**src/rtl/spart_pkg.sv**
```systemverilog
// Shared definitions for the SPART host-side bus sequencer: bus addresses,
// baud encoding, FSM states and the elaboration-time divisor helper.
package spart_pkg;

  localparam logic [1:0] IOADDR_BUF    = 2'b00;
  localparam logic [1:0] IOADDR_STAT   = 2'b01;
  localparam logic [1:0] IOADDR_DIV_LO = 2'b10;
  localparam logic [1:0] IOADDR_DIV_HI = 2'b11;

  typedef enum logic [1:0] {
    BAUD_4800  = 2'b00,
    BAUD_9600  = 2'b01,
    BAUD_19200 = 2'b10,
    BAUD_38400 = 2'b11
  } baud_e;

  typedef enum logic [2:0] {
    CFG_LO,
    CFG_HI,
    IDLE,
    RD_RX,
    WR_TX,
    GAP
  } state_e;

  // round(clk_hz / (16 * baud)) - 1, evaluated only with constant arguments
  function automatic logic [15:0] baud_divisor(input int unsigned clk_hz, input logic [1:0] sel);
    int unsigned baud;
    case (baud_e'(sel))
      BAUD_4800:  baud = 4800;
      BAUD_9600:  baud = 9600;
      BAUD_19200: baud = 19200;
      default:    baud = 38400;
    endcase
    return 16'((clk_hz + 8 * baud) / (16 * baud) - 1);
  endfunction

endpackage

```
**src/rtl/spart_divisor_rom.sv**
```systemverilog
// Baud select to 16-bit divisor lookup; every entry is a constant folded at
// elaboration so only a 4:1 mux remains in hardware.
module spart_divisor_rom
  import spart_pkg::*;
#(
  parameter int unsigned CLK_HZ = 100_000_000
) (
  input  logic [1:0]  baud_sel,
  output logic [15:0] divisor
);

  logic [15:0] table_w [4];

  for (genvar gi = 0; gi < 4; gi++) begin : g_div
    localparam logic [15:0] DIV = baud_divisor(CLK_HZ, 2'(gi));
    assign table_w[gi] = DIV;
  end

  assign divisor = table_w[baud_sel];

endmodule

```
**src/rtl/spart_bus_controller.sv**
```systemverilog
// Host-side SPART bus sequencer: programs the baud divisor, then arbitrates
// single-cycle receive reads and transmit writes with a one-cycle gap after each.
module spart_bus_controller
  import spart_pkg::*;
#(
  parameter int unsigned CLK_HZ = 100_000_000
) (
  input  logic       clk,
  input  logic       rst,
  input  logic [1:0] baud_sel,
  input  logic       tx_valid,
  input  logic [7:0] tx_data,
  output logic       tx_ready,
  output logic       rx_valid,
  output logic [7:0] rx_data,
  output logic       cfg_done,
  input  logic       tbr,
  input  logic       rda,
  input  logic [7:0] data_in,
  output logic       iocs,
  output logic       iorw,
  output logic [1:0] ioaddr,
  output logic [7:0] data_out,
  output logic       data_oe
);

  state_e      state_q, state_d;
  logic [1:0]  baud_q, baud_d;
  logic        iocs_q, iocs_d;
  logic        iorw_q, iorw_d;
  logic [1:0]  ioaddr_q, ioaddr_d;
  logic [7:0]  data_out_q, data_out_d;
  logic        data_oe_q, data_oe_d;
  logic        tx_ready_q, tx_ready_d;
  logic        rx_valid_q, rx_valid_d;
  logic [7:0]  rx_data_q, rx_data_d;
  logic        cfg_done_q, cfg_done_d;
  logic [15:0] div_w;

  spart_divisor_rom #(.CLK_HZ(CLK_HZ)) u_div_rom (
    .baud_sel (baud_q),
    .divisor  (div_w)
  );

  // state_q names the action whose bus outputs get registered on the next edge
  always_comb begin
    state_d    = state_q;
    baud_d     = baud_q;
    iocs_d     = 1'b0;
    iorw_d     = 1'b1;
    ioaddr_d   = IOADDR_BUF;
    data_out_d = data_out_q;
    tx_ready_d = 1'b0;
    rx_valid_d = 1'b0;
    rx_data_d  = rx_data_q;
    cfg_done_d = cfg_done_q;
    case (state_q)
      CFG_LO: begin
        iocs_d     = 1'b1;
        iorw_d     = 1'b0;
        ioaddr_d   = IOADDR_DIV_LO;
        data_out_d = div_w[7:0];
        state_d    = CFG_HI;
      end
      CFG_HI: begin
        iocs_d     = 1'b1;
        iorw_d     = 1'b0;
        ioaddr_d   = IOADDR_DIV_HI;
        data_out_d = div_w[15:8];
        state_d    = GAP;
      end
      IDLE: begin
        if (baud_sel != baud_q) begin
          baud_d     = baud_sel;
          cfg_done_d = 1'b0;
          state_d    = CFG_LO;
        end else begin
          cfg_done_d = 1'b1;
          if (rda) begin
            state_d = RD_RX;
          end else if (tx_valid && tbr) begin
            state_d = WR_TX;
          end
        end
      end
      RD_RX: begin
        iocs_d  = 1'b1;
        iorw_d  = 1'b1;
        state_d = GAP;
      end
      WR_TX: begin
        iocs_d     = 1'b1;
        iorw_d     = 1'b0;
        data_out_d = tx_data;
        tx_ready_d = 1'b1;
        state_d    = GAP;
      end
      GAP: begin
        // The read cycle is on the bus right now; capture its data at this edge
        if (iocs_q && iorw_q) begin
          rx_data_d  = data_in;
          rx_valid_d = 1'b1;
        end
        state_d = IDLE;
      end
      default: state_d = CFG_LO;
    endcase
    data_oe_d = iocs_d & ~iorw_d;
  end

  always_ff @(posedge clk) begin
    if (!rst) begin
      state_q    <= CFG_LO;
      baud_q     <= baud_sel;
      iocs_q     <= 1'b0;
      iorw_q     <= 1'b1;
      ioaddr_q   <= IOADDR_BUF;
      data_out_q <= 8'h00;
      data_oe_q  <= 1'b0;
      tx_ready_q <= 1'b0;
      rx_valid_q <= 1'b0;
      rx_data_q  <= 8'h00;
      cfg_done_q <= 1'b0;
    end else begin
      state_q    <= state_d;
      baud_q     <= baud_d;
      iocs_q     <= iocs_d;
      iorw_q     <= iorw_d;
      ioaddr_q   <= ioaddr_d;
      data_out_q <= data_out_d;
      data_oe_q  <= data_oe_d;
      tx_ready_q <= tx_ready_d;
      rx_valid_q <= rx_valid_d;
      rx_data_q  <= rx_data_d;
      cfg_done_q <= cfg_done_d;
    end
  end

  assign iocs     = iocs_q;
  assign iorw     = iorw_q;
  assign ioaddr   = ioaddr_q;
  assign data_out = data_out_q;
  assign data_oe  = data_oe_q;
  assign tx_ready = tx_ready_q;
  assign rx_valid = rx_valid_q;
  assign rx_data  = rx_data_q;
  assign cfg_done = cfg_done_q;

endmodule

```
**config.mk**
```make
export PLATFORM = sky130hd
export DESIGN_NAME = spart_bus_controller
export DESIGN_NICKNAME = d
export VERILOG_FILES = /design/src/rtl/spart_pkg.sv /design/src/rtl/spart_divisor_rom.sv /design/src/rtl/spart_bus_controller.sv
export SDC_FILE = /design/constraint.sdc
export NUM_CORES = 1
export LEC_CHECK = 0
export ABC_CLOCK_PERIOD_IN_PS = 2900
export CAP_MARGIN = 20
export CORE_UTILIZATION = 46
export DETAILED_ROUTE_END_ITERATION = 8
export PLACE_DENSITY = 0.85
export SLEW_MARGIN = 30
export SYNTH_ARGS = -nofsm -noshare
export SYNTH_HDL_FRONTEND = slang
export SYNTH_SLANG_ARGS = --single-unit
export TNS_END_PERCENT = 30
```
**constraint.sdc**
```tcl
create_clock -name clk -period 2.9 [get_ports clk]
set_clock_uncertainty 0.1 [all_clocks]
set_input_delay 0.87 -clock clk [delete_from_list [all_inputs] [get_ports clk]]
set_output_delay 0.87 -clock clk [all_outputs]
set_load 0.02 [all_outputs]
```
Yosys cells after proc, flatten, opt, wreduce, memory -nomap -nowiden
Cells that the tools add are included.
{"block": "classes", "add_sub_neg": 0, "n_mul": 0, "div": 0, "order_cmp": 1, "n_eq_ne": 9, "n_shift": 0, "muxes": 17, "bitwise": 2, "reduce_logical": 10}
{"operator": "$bmux W16 S2", "n": 1}
{"operator": "$mux W16", "n": 2}
{"operator": "$pmux W8 S3", "n": 1}
{"operator": "$pmux W3 S4", "n": 1}
{"operator": "$mux W3", "n": 3}
{"operator": "$eq A3 B2 Y1 const B", "n": 2}
{"operator": "$eq A3 B3 Y1 const B", "n": 2}
{"operator": "$mux W2", "n": 3}
{"operator": "$reduce_and A2 Y1", "n": 3}
{"operator": "$reduce_or A3 Y1", "n": 2}
{"operator": "$mux W1", "n": 5}
{"operator": "$ne A2 B1 Y1 const B", "n": 2}
{"operator": "$ne A4 B4 Y1 const B", "n": 1}
{"operator": "$pmux W2 S2", "n": 1}
{"operator": "$reduce_or A4 Y1", "n": 1}
{"operator": "$eq A3 B1 Y1 const B", "n": 1}
{"operator": "$ge A3 B3 Y1 const B", "n": 1}
{"operator": "$logic_not A3 Y1", "n": 1}
{"operator": "$not A2 Y3", "n": 1}
{"operator": "$reduce_bool A3 Y1", "n": 1}
{"operator": "$logic_and A1 B1 Y1", "n": 2}
{"operator": "$ne A2 B2 Y1", "n": 1}
{"operator": "$and A1 B1 Y1", "n": 1}
{"block": "word_totals", "register_bits": 29, "latch_bits": 0, "mem_bits_rw": 0, "mem_bits_ro": 0, "in_bits": 23, "output_inout_bits": 24, "wordCells": 50, "n_memories": 0}

Logic depth before layout (Yosys ltp)
Gate-level depths: netlist of run 1.
{"block": "depth", "depth_word": 5, "ltp_mapped": 5, "mapped_depth_nobuf": 3}

Modules after synthesis
A second synthesis of run 1 with hierarchy kept.
{"block": "hier_totals", "cells_unflattened": 144, "hier_area_um2": 1352.5}
{"module": "spart_bus_controller", "n_inst": 1, "cells_each": 127, "area_each_um2": 1236.2}
{"module": "spart_divisor_rom", "n_inst": 1, "cells_each": 17, "area_each_um2": 116.4}

Worst setup path before layout of run 1
OpenSTA, ideal clock, no wires.
{"block": "synth_timing", "kind": "input -> register", "from": "in baud_sel[0]", "to": "reg baud_q[0], enable pin", "arrival_time_ns": 1.238, "slack_ns": 1.266, "cell_stages": 3, "path_buffers": 0, "path_cell_list": "xnor2_1 nand2_1 a21o_1"}
{"block": "synth_between", "elab_chain_cells": 3}
{"item": "start: declaration", "line_no": "spart_bus_controller.sv:10", "source": "input logic [1:0] baud_sel,"}
{"item": "$ne A2 B2 Y1", "line_no": "spart_bus_controller.sv:73", "source": "if (baud_sel != baud_q) begin"}
{"item": "$ne A2 B1 Y1 (no source line)"}
{"item": "$reduce_and A2 Y1 (no source line)"}
{"item": "end signal: assignment", "line_no": "spart_bus_controller.sv:114", "source": "baud_q <= baud_sel;"}
{"item": "end signal: assignment", "line_no": "spart_bus_controller.sv:126", "source": "baud_q <= baud_d;"}
{"item": "end: declaration", "line_no": "spart_bus_controller.sv:28", "source": "logic [1:0] baud_q, baud_d;"}
No other way between the ends.
A chain may end at the register's enable or synchronous reset.

Worst setup path after layout of run 1
{"block": "layout_timing", "from": "reg data_out_q[3] (netlist: data_out[3])", "to": "out data_out[3]"}
{"item": "start: declaration", "line_no": "spart_bus_controller.sv:32", "source": "logic [7:0] data_out_q, data_out_d;"}
{"item": "start signal: assignment", "line_no": "spart_bus_controller.sv:130", "source": "data_out_q <= data_out_d;"}
{"item": "end: declaration", "line_no": "spart_bus_controller.sv:23", "source": "output logic [7:0] data_out,"}
No word-level cell between the ends.

==> results of run 1 <==
[cell families (layout without fill, tap and decap cells)]
kind of cell           after synthesis  after routing  share of synthesized area (%)
flip-flops                          29             29                           49.8
AND/OR/NAND/NOR                     50             50                           21.7
buffers and inverters               12             59                           4.78
AO/OA/AOI/OAI                       30             30                           15.6
XOR/XNOR                             2              2                           1.45
multiplexers                         8              8                           6.65
[synth_stat cells (all sizes together), types with 2 or more instances]
cell type and number:
nor3b 2, dfxtp 27, xnor2 2, buf 5, edfxtp 2, clkbuf 3, a21oi 4, o31ai 2
nor2 3, nand3 4, nor2b 2, nand2 23, inv 4, o22ai 2, and2 2, mux2i 8
nor3 7, nand2b 3, a221oi 3, o21ai 12
[layout by cell type (no fill, tap or decap), drive strengths merged]
cell / synthesis / final
nand3: 4 / 4
nand3b: 1 / 1
inv: 4 / 4
mux2i: 8 / 8
buf: 5 / 1
edfxtp: 2 / 2
o21a: 1 / 1
o22ai: 2 / 2
o31ai: 2 / 2
clkbuf: 3 / 8
dfxtp: 27 / 27
clkdlybuf4s50: 0 / 46
and3: 1 / 1
nor2b: 2 / 2
or3: 1 / 1
a31oi: 1 / 1
o21ai: 12 / 12
o21bai: 1 / 1
nor2: 3 / 3
a21boi: 1 / 1
nor4: 1 / 1
nor3b: 2 / 2
a21o: 1 / 1
o32ai: 1 / 1
a221oi: 3 / 3
and2: 2 / 2
o2bb2ai: 1 / 1
xnor2: 2 / 2
nand2: 23 / 23
a21oi: 4 / 4
nor3: 7 / 7
nand2b: 3 / 3
[state kept, by name (all words and copies together) (netlist names)]
register	cells
ioaddr	2
tx_ready	1
data_oe	1
baud_q	2
cfg_done	1
rx_data	8
data_out	8
rx_valid	1
state_q	3
iorw	1
iocs	1
[through the flow]
step                utilization, %  worst slack, ns  total power [mW]  hold slack (ns)
global route                  69.7            0.534             0.981            0.384
finish                        69.7            0.583             0.938            0.361
detailed placement            67.3            0.459             0.687            0.350
CTS                           69.7            0.571             0.942            0.367
global placement              67.3            0.530             0.682            0.343
floorplan                        -             1.27             0.591            0.402
[worst min-delay path by stage]
stage | to | slack (ns) | cells after the start
2_1_floorplan | rx_valid$_SDFF_PN0_ | 0.40 | 2
3_3_place_gp | rx_data[5]$_SDFFE_PN0P_ | 0.34 | 2
3_5_place_dp | rx_data[6]$_SDFFE_PN0P_ | 0.35 | 2
4_1_cts | rx_data[1]$_SDFFE_PN0P_ | 0.37 | 2
5_1_grt | rx_data[0]$_SDFFE_PN0P_ | 0.38 | 2
6_report | rx_data[1]$_SDFFE_PN0P_ | 0.36 | 2
[layer usage]
layer / global-route usage (%) / vias to the layer above / share of wire (%)
met5: 0 / - / 0
met1: 27.7 / 527 / 43
met2: 32.9 / 51 / 49
met4: 14.9 / 0 / 2.5
li1: - / 549 / -
met3: 7.18 / 11 / 6.0
[final cells by class]
| cell class | count | share of cell area [%] |
|---|---|---|
| flip-flops and latches | 29 | 34.8 |
| multi-input cells | 90 | 31.7 |
| repair buffers | 47 | 27.1 |
| inverters | 4 | 0.870 |
| clock buffers | 8 | 3.41 |
| well taps | 30 | 2.17 |
[power by group]
part           switching (mW)  internal (mW)
combinational           0.101          0.107
clock                   0.139          0.119
sequential             0.0372          0.435
total                   0.276          0.662
==> results list, run 1 <==
- Entering global routing, the biggest net connects 19 pins.
- For this run, design rule violations remaining after detail routing come to 0.
- In the final layout, flip-flops and latches occupy 601 sq um.
- Capturing element type of the critical path: primary output
* H-tree depth: 2
- In this run the number of cells on the critical path is 1.
- The endpoint identified for the worst register-to-register timing path is rx_data[6]$_SDFFE_PN0P_.
- The congestion estimate from routability-driven global placement came to between 0.8 and 0.9.
- Counting flops and latches in the post-synthesis netlist gives 29.
- Adding up every negative setup slack in the final design gives 0 ns.
* Antenna diode instance count: 0
- Clock tree from TritonCTS: built
* Share of layout cells above drive strength 1: approximately 5.6%
- Achievable clock frequency: 0.432 GHz
* Vias: 1138
* Total routing usage reported by global routing: 22.5%
* Post-CTS setup buffer count: 0
* WP buf/inv: 1
* Total placed instance area: approximately 1700 sq um
* Area of the die: 2830 sq um
- Detailed placement finished with a half-perimeter wire length of a little over 2000 microns.
- The startpoint identified for the worst hold timing path is rx_data[1]$_SDFFE_PN0P_.
- Among all flip-flop cells after synthesis, the most frequent one is sky130_fd_sc_hd__dfxtp_1.
* Least-Margin Pin Slew: 0.618 ns
- In this run the biggest area consumer among cell types represents 44.9% of the synthesized area.
- After clock tree synthesis, the repair step resized 0 gates.
- The final count of hold timing violations was 0.
- Final #Nets: 200
- Measured along the x axis, the die boundary spans about 53 microns.
- The floorplan has 18 rows.
- Total of warnings raised by yosys: 0
- Buffers inserted to repair hold after CTS numbered 0.
- Number of global-route vias before repair: 989
* Core footprint: 2480 sq um
* Worst setup path endpoint: data_out[3]
- Post-layout min period: 2.32 ns
- Clock-pin slew was measured on the worst setup and hold paths at 0.10 ns.
* Static leakage power: between 0.6 and 0.7 nW
- Before antenna repair, the detailed router went through 4 iterations.
- Summing all multi-input logic gate instances after layout gives around 550 sq um.
- Max FO, Critical Path: 3
* Required time of the critical path: 1.93 ns
* Total power density per cell area: between 500 and 600 nW/um^2
- The floorplan step set the die height to 53.2 microns.
* Final ANT Viol Nets: 0
- For this run, the register share of the synthesized area comes to 49.8%.
- Counting every sink on the clock net gives 29.
* Port Buf Inserts: 46
- The number of max-slew violations in the final report came to 0.
- In this run the register-to-register setup slack is 1.17 ns.
* Number of buffers added by the clock tree synthesis step: 5
- For this design the top-level I/O count stands at between 40 and 50.
- Setup-failing EPs final: 0
* Unrepaired setup endpoints after global routing: no
* Kind of start point of the critical path: flip-flop
- After synthesis, the cell types taking the most area are sky130_fd_sc_hd__dfxtp_1 45%, sky130_fd_sc_hd__nand2_1 6.9%, sky130_fd_sc_hd__mux2i_1 6.6%, sky130_fd_sc_hd__o21ai_0 5.0%, sky130_fd_sc_hd__edfxtp_1 5.0%.
* Number of antenna violations at the first check in global routing: 0
* Final cycle utilization of the critical path: between 70 and 80%
* Final routed wire length divided by cell count: 13.7 microns
- In this run the worst hold path is classified as flip-flop to flip-flop.
* Non-Filler Instances: 208
- CP max stage cell: sky130_fd_sc_hd__clkdlybuf4s50_1
* Largest delay contributor family on the critical path: buffers and inverters
* Number of cell instances on the worst register-to-register path: 3
- The tool flagged a number of max-cap violations equal to 0.
- Wire length of the first global-routing pass: 4410 microns
- After synthesis the cells add up to ~1200 sq um.
- In this run, the number of DRC markers left after iteration 0 of detailed routing was 39.
- Placed insts: 200
- The startpoint identified for the worst register-to-register timing path is state_q[0]$_SDFFE_PN0P_.
* Starting utilization of the core area: 48.6%
- CP Class: flip-flop to primary output
* Synthesized netlist net count: approximately 150
* Run status: finished, final reports clean
- After synthesis, the share of flip-flops with an asynchronous set or reset is 0%.
- Worst Path Arrival: between 1 and 1.5 ns
* Clock insertion delay at the later pin of the skew report: 0.34 ns
- Clock tree buffer depth: 2
- IR analysis of the VDD net gives a maximum drop of 0.354 mV.
- After detailed routing, the number of vias per cell comes to 5.47.
- Root buffer cell: sky130_fd_sc_hd__clkbuf_4
- Yosys mapped a number of flops with a built-in enable equal to 2.
- Aggregate global routing overflow: 0
* Gate count after technology mapping: ~130
- After filler insertion, the fill cell instance count of the layout stands at 211.
- Launch point of the critical path: data_out[3]$_SDFFE_PN0P_
- Area added between synthesis and finish: 43.3%
- The synthesized design spends more area on one cell type than any other, namely sky130_fd_sc_hd__dfxtp_1.
* Delay of the slowest cell on the worst path: 0.63 ns
* Relative slew slack: 58.8%
- Once layout is done, the placed cells without fillers occupy approximately 1700 sq um.
- Post-synth cell types: 35
- Dividing the synthesized area by the synthesized cell count gives 9.20 sq um.
* CP Cell Sequence: clkdlybuf4s50_1
* Final wirelength: 2850 microns
Power figures use the tool's default switching activity.
==> run 2: changes to the inputs <==
--- a/config.mk
+++ b/config.mk
@@ -5,11 +5,11 @@
 export SDC_FILE = /design/constraint.sdc
 export NUM_CORES = 1
 export LEC_CHECK = 0
-export ABC_CLOCK_PERIOD_IN_PS = 2900
+export ABC_CLOCK_PERIOD_IN_PS = 2400
 export CAP_MARGIN = 20
-export CORE_UTILIZATION = 46
+export CORE_UTILIZATION = 42
 export DETAILED_ROUTE_END_ITERATION = 8
-export PLACE_DENSITY = 0.85
+export PLACE_DENSITY = 0.78
 export SLEW_MARGIN = 30
 export SYNTH_ARGS = -nofsm -noshare
 export SYNTH_HDL_FRONTEND = slang
==> constraint.sdc (replaced) <==
create_clock -name clk -period 2.4 [get_ports clk]
set_clock_uncertainty 0.1 [all_clocks]
set_input_delay 0.72 -clock clk [delete_from_list [all_inputs] [get_ports clk]]
set_output_delay 0.72 -clock clk [all_outputs]
set_load 0.02 [all_outputs]
==> run 2 against run 1 <==
  * Largest cell class unchanged
  * First-iteration DRC count shrank 54%
  * Via count down 2.5%
  * Core utilization fell by 6.5 points
  * Critical endpoint unchanged
  * Critical path depth unchanged
  * Global-route usage fell by 2.5 points
==> results list, run 2 (synthesized netlist as in run 1, its figures left out) <==
- The count of standard-cell rows came to 19 (was 18).
- Max VDD drop: 0.528 mV (was 0.354 mV)
- Max-cap violations: 0 (unchanged)
* Area of the die: 3090 sq um (was 2830 sq um)
- Final #Nets: 201 (was 200)
- The post-CTS setup buffer count was 0 (unchanged).
* Root buffer cell: sky130_fd_sc_hd__clkbuf_4 (unchanged)
- Setup-failing EPs final: 0 (unchanged)
* Worst Path Arrival: 1.28 ns (was 1.35 ns)
- WP buf/inv: 1 (unchanged)
- The clock-pin slew of the registers on the worst-case setup and hold paths came to 0.08 ns (was 0.10 ns).
* Non-Filler Instances: 210 (was 208)
* Required time of the critical path: 1.58 ns (was 1.93 ns)
- The start point of the critical path is data_out[3]$_SDFFE_PN0P_ (unchanged).
* Die H: 55.6 microns (was 53.2 microns)
* Run status: finished, final reports clean (unchanged)
* Number of buffers inserted by hold repair at cts: 0 (unchanged)
* Worst setup path endpoint: data_out[3] (unchanged)
- The number of iterations in the first detailed-routing pass came to 4 (unchanged).
- Via-to-Cell Ratio: 5.28 (was 5.47)
- The wire length reported by the detailed router was 2840 microns (was 2850 microns).
- Clock tree buffer depth: 2 (unchanged)
- Max-slew violations: 0 (unchanged)
- Total power after layout: 1.09 mW (was 0.938 mW)
- Hold slack: 0.361 ns (about the same)
- Final hold vios: 0 (unchanged)
- Final standard cell utilization of the core: 63.2% (was 69.7%)
* Die W: 55.6 microns (was 53.2 microns)
- Relative slew slack: 55.6% (was 58.8%)
* Flop2flop setup slack: 0.56 ns (was 1.17 ns)
* Commonest non-fill, non-tap cell in the layout: sky130_fd_sc_hd__clkdlybuf4s50_1 (unchanged)
* End of the worst register-to-register path: rx_data[4]$_SDFFE_PN0P_ (was rx_data[6]$_SDFFE_PN0P_)
- Kind of start point of the critical path: flip-flop (unchanged)
- Post-CTS sizing: 0 (unchanged)
- Achievable clock frequency: roughly 0.48 GHz
- The slew at the pin closest to its max-slew limit was 0.665 ns (was 0.618 ns).
- The global-route usage over all layers is 19.9% (was 22.5%).
* Iteration-0 DRC count of the detailed router: 18 (was 39)
* Largest net degree at the start of global routing: 19 (unchanged)
* Count of unresolved DRC violations after routing: 0 (unchanged)
- Placed insts: 202 (was 200)
- Port Buf Inserts: 46 (unchanged)
* Wire length of the first global-routing pass: 4720 microns (was 4410 microns)
- The total core area was 2730 sq um (was 2480 sq um).
- Starting utilization of the core area: 44.1% (was 48.6%)
* Post-layout min period: 2.10 ns
- Final routed wire length divided by cell count: 13.5 microns (was 13.7 microns)
- Largest delay contributor family on the critical path: buffers and inverters (unchanged)
- Clock insertion delay at the later pin of the skew report: 0.33 ns (was 0.34 ns)
- Number of antenna violations at the first check in global routing: 0 (unchanged)
* Crit path depth: 1 (unchanged)
* Antenna diode instance count: 0 (unchanged)
* Final ANT Viol Nets: 0 (unchanged)
- The TritonCTS sink count is 29 (unchanged).
* HPWL after DPL: 2080 microns (was 2030 microns)
- Final cycle utilization of the critical path: just under 90%
- The area added between synthesis and finish came to 43.4% (was 43.3%).
- Most used cells in the layout excluding fill and tap cells: 46 x sky130_fd_sc_hd__clkdlybuf4s50_1, 27 x sky130_fd_sc_hd__dfxtp_1, 22 x sky130_fd_sc_hd__nand2_1, 12 x sky130_fd_sc_hd__o21ai_0, 8 x sky130_fd_sc_hd__mux2i_1 (unchanged).
- CP Cell Sequence: clkdlybuf4s50_1 (unchanged).
- The proportion of layout cells with a drive suffix above 1 was 6.70% (was 5.62%).
- Startpoint of the most critical register-to-register path: state_q[0]$_SDFFE_PN0P_ (unchanged)
* Delay of the slowest cell on the worst path: 0.61 ns (was 0.63 ns)
- The path class of the lowest-slack min-delay path is flip-flop to flip-flop (unchanged).
* Aggregate global routing overflow: 0 (unchanged)
- Unrepaired setup endpoints after global routing: no (unchanged).
* CP max stage cell: sky130_fd_sc_hd__clkdlybuf4s50_1 (unchanged)
- The number of CTS-inserted buffers was 5 (unchanged).
- Max FO, Critical Path: 3 (unchanged)
- The number of I/O pins came to 47 (unchanged).
* H-tree depth: 2 (unchanged)
- Capturing element type of the critical path: primary output (unchanged)
* Total Negative Setup Slacks: 0 ns (unchanged)
- Clock tree from TritonCTS: built (unchanged)
- The total leakage power was 0.624 nW (was 0.619 nW).
- The type of the setup path with the least slack was flip-flop to primary output (unchanged).
* Last weighted congestion value of the routability-driven placer: 0.778 (was 0.885)
- Number of global-route vias before repair: 1054 (was 989)
- Vias: 1109 (was 1138)
- The count of cells along the worst register-to-register path came to 3 (unchanged).
- Total power density per cell area: 632 nW/um^2 (was 543 nW/um^2)
run 2: changes by cell type in the layout (fill, tap and decap cells not counted), sizes merged:
cell and change:
clkinv +2, clkbuf -2, buf +1
run 2: cell type report:
class                   count  area (sq um)
repair buffers             48           475
clock inverters             2          10.0
clock buffers               6          41.3
flip-flops and latches     29           601
fillers                   244          1010
inverters                   4          15.0
multi-input cells          90           547
well taps                  31          38.8
run 2: where the power goes:
part	leakage, nW	internal, mW	switching (mW)	total, mW
Sequential	0.241	0.526	0.0466	0.573
Combinational	0.350	0.130	0.121	0.251
Clock	0.0320	0.111	0.158	0.270
run 2: how the worst min path moves through the flow:
stage | from | to | slack, ns | cells after the start
after floorplan | state_q[2]$_SDFFE_PN0P_ | rx_valid$_SDFF_PN0_ | 0.40 | 2
after global placement | rx_data[3]$_SDFFE_PN0P_ | rx_data[3]$_SDFFE_PN0P_ | 0.34 | 2
after detailed placement | rx_data[7]$_SDFFE_PN0P_ | rx_data[7]$_SDFFE_PN0P_ | 0.35 | 2
after CTS | rx_data[0]$_SDFFE_PN0P_ | rx_data[0]$_SDFFE_PN0P_ | 0.37 | 2
after global routing | rx_data[0]$_SDFFE_PN0P_ | rx_data[0]$_SDFFE_PN0P_ | 0.38 | 2
final | rx_data[3]$_SDFFE_PN0P_ | rx_data[3]$_SDFFE_PN0P_ | 0.36 | 2
run 2: stage by stage:
step,area [sq um],setup WS (ns)
after CTS,1730,0.290
final,1730,0.301
after floorplan,1200,0.916
after global placement,1680,0.357
after detailed placement,1680,0.302
after global routing,1730,0.245
run 2: per-layer routing:
layer / vias to the layer above / part of all wire [%] / track usage [%]
met5: - / 0 / 0
met3: 5 / 4.7 / 6.32
met1: 521 / 41 / 23.3
met2: 33 / 53 / 33.7
li1: 550 / - / -
met4: 0 / 1.5 / 7.86
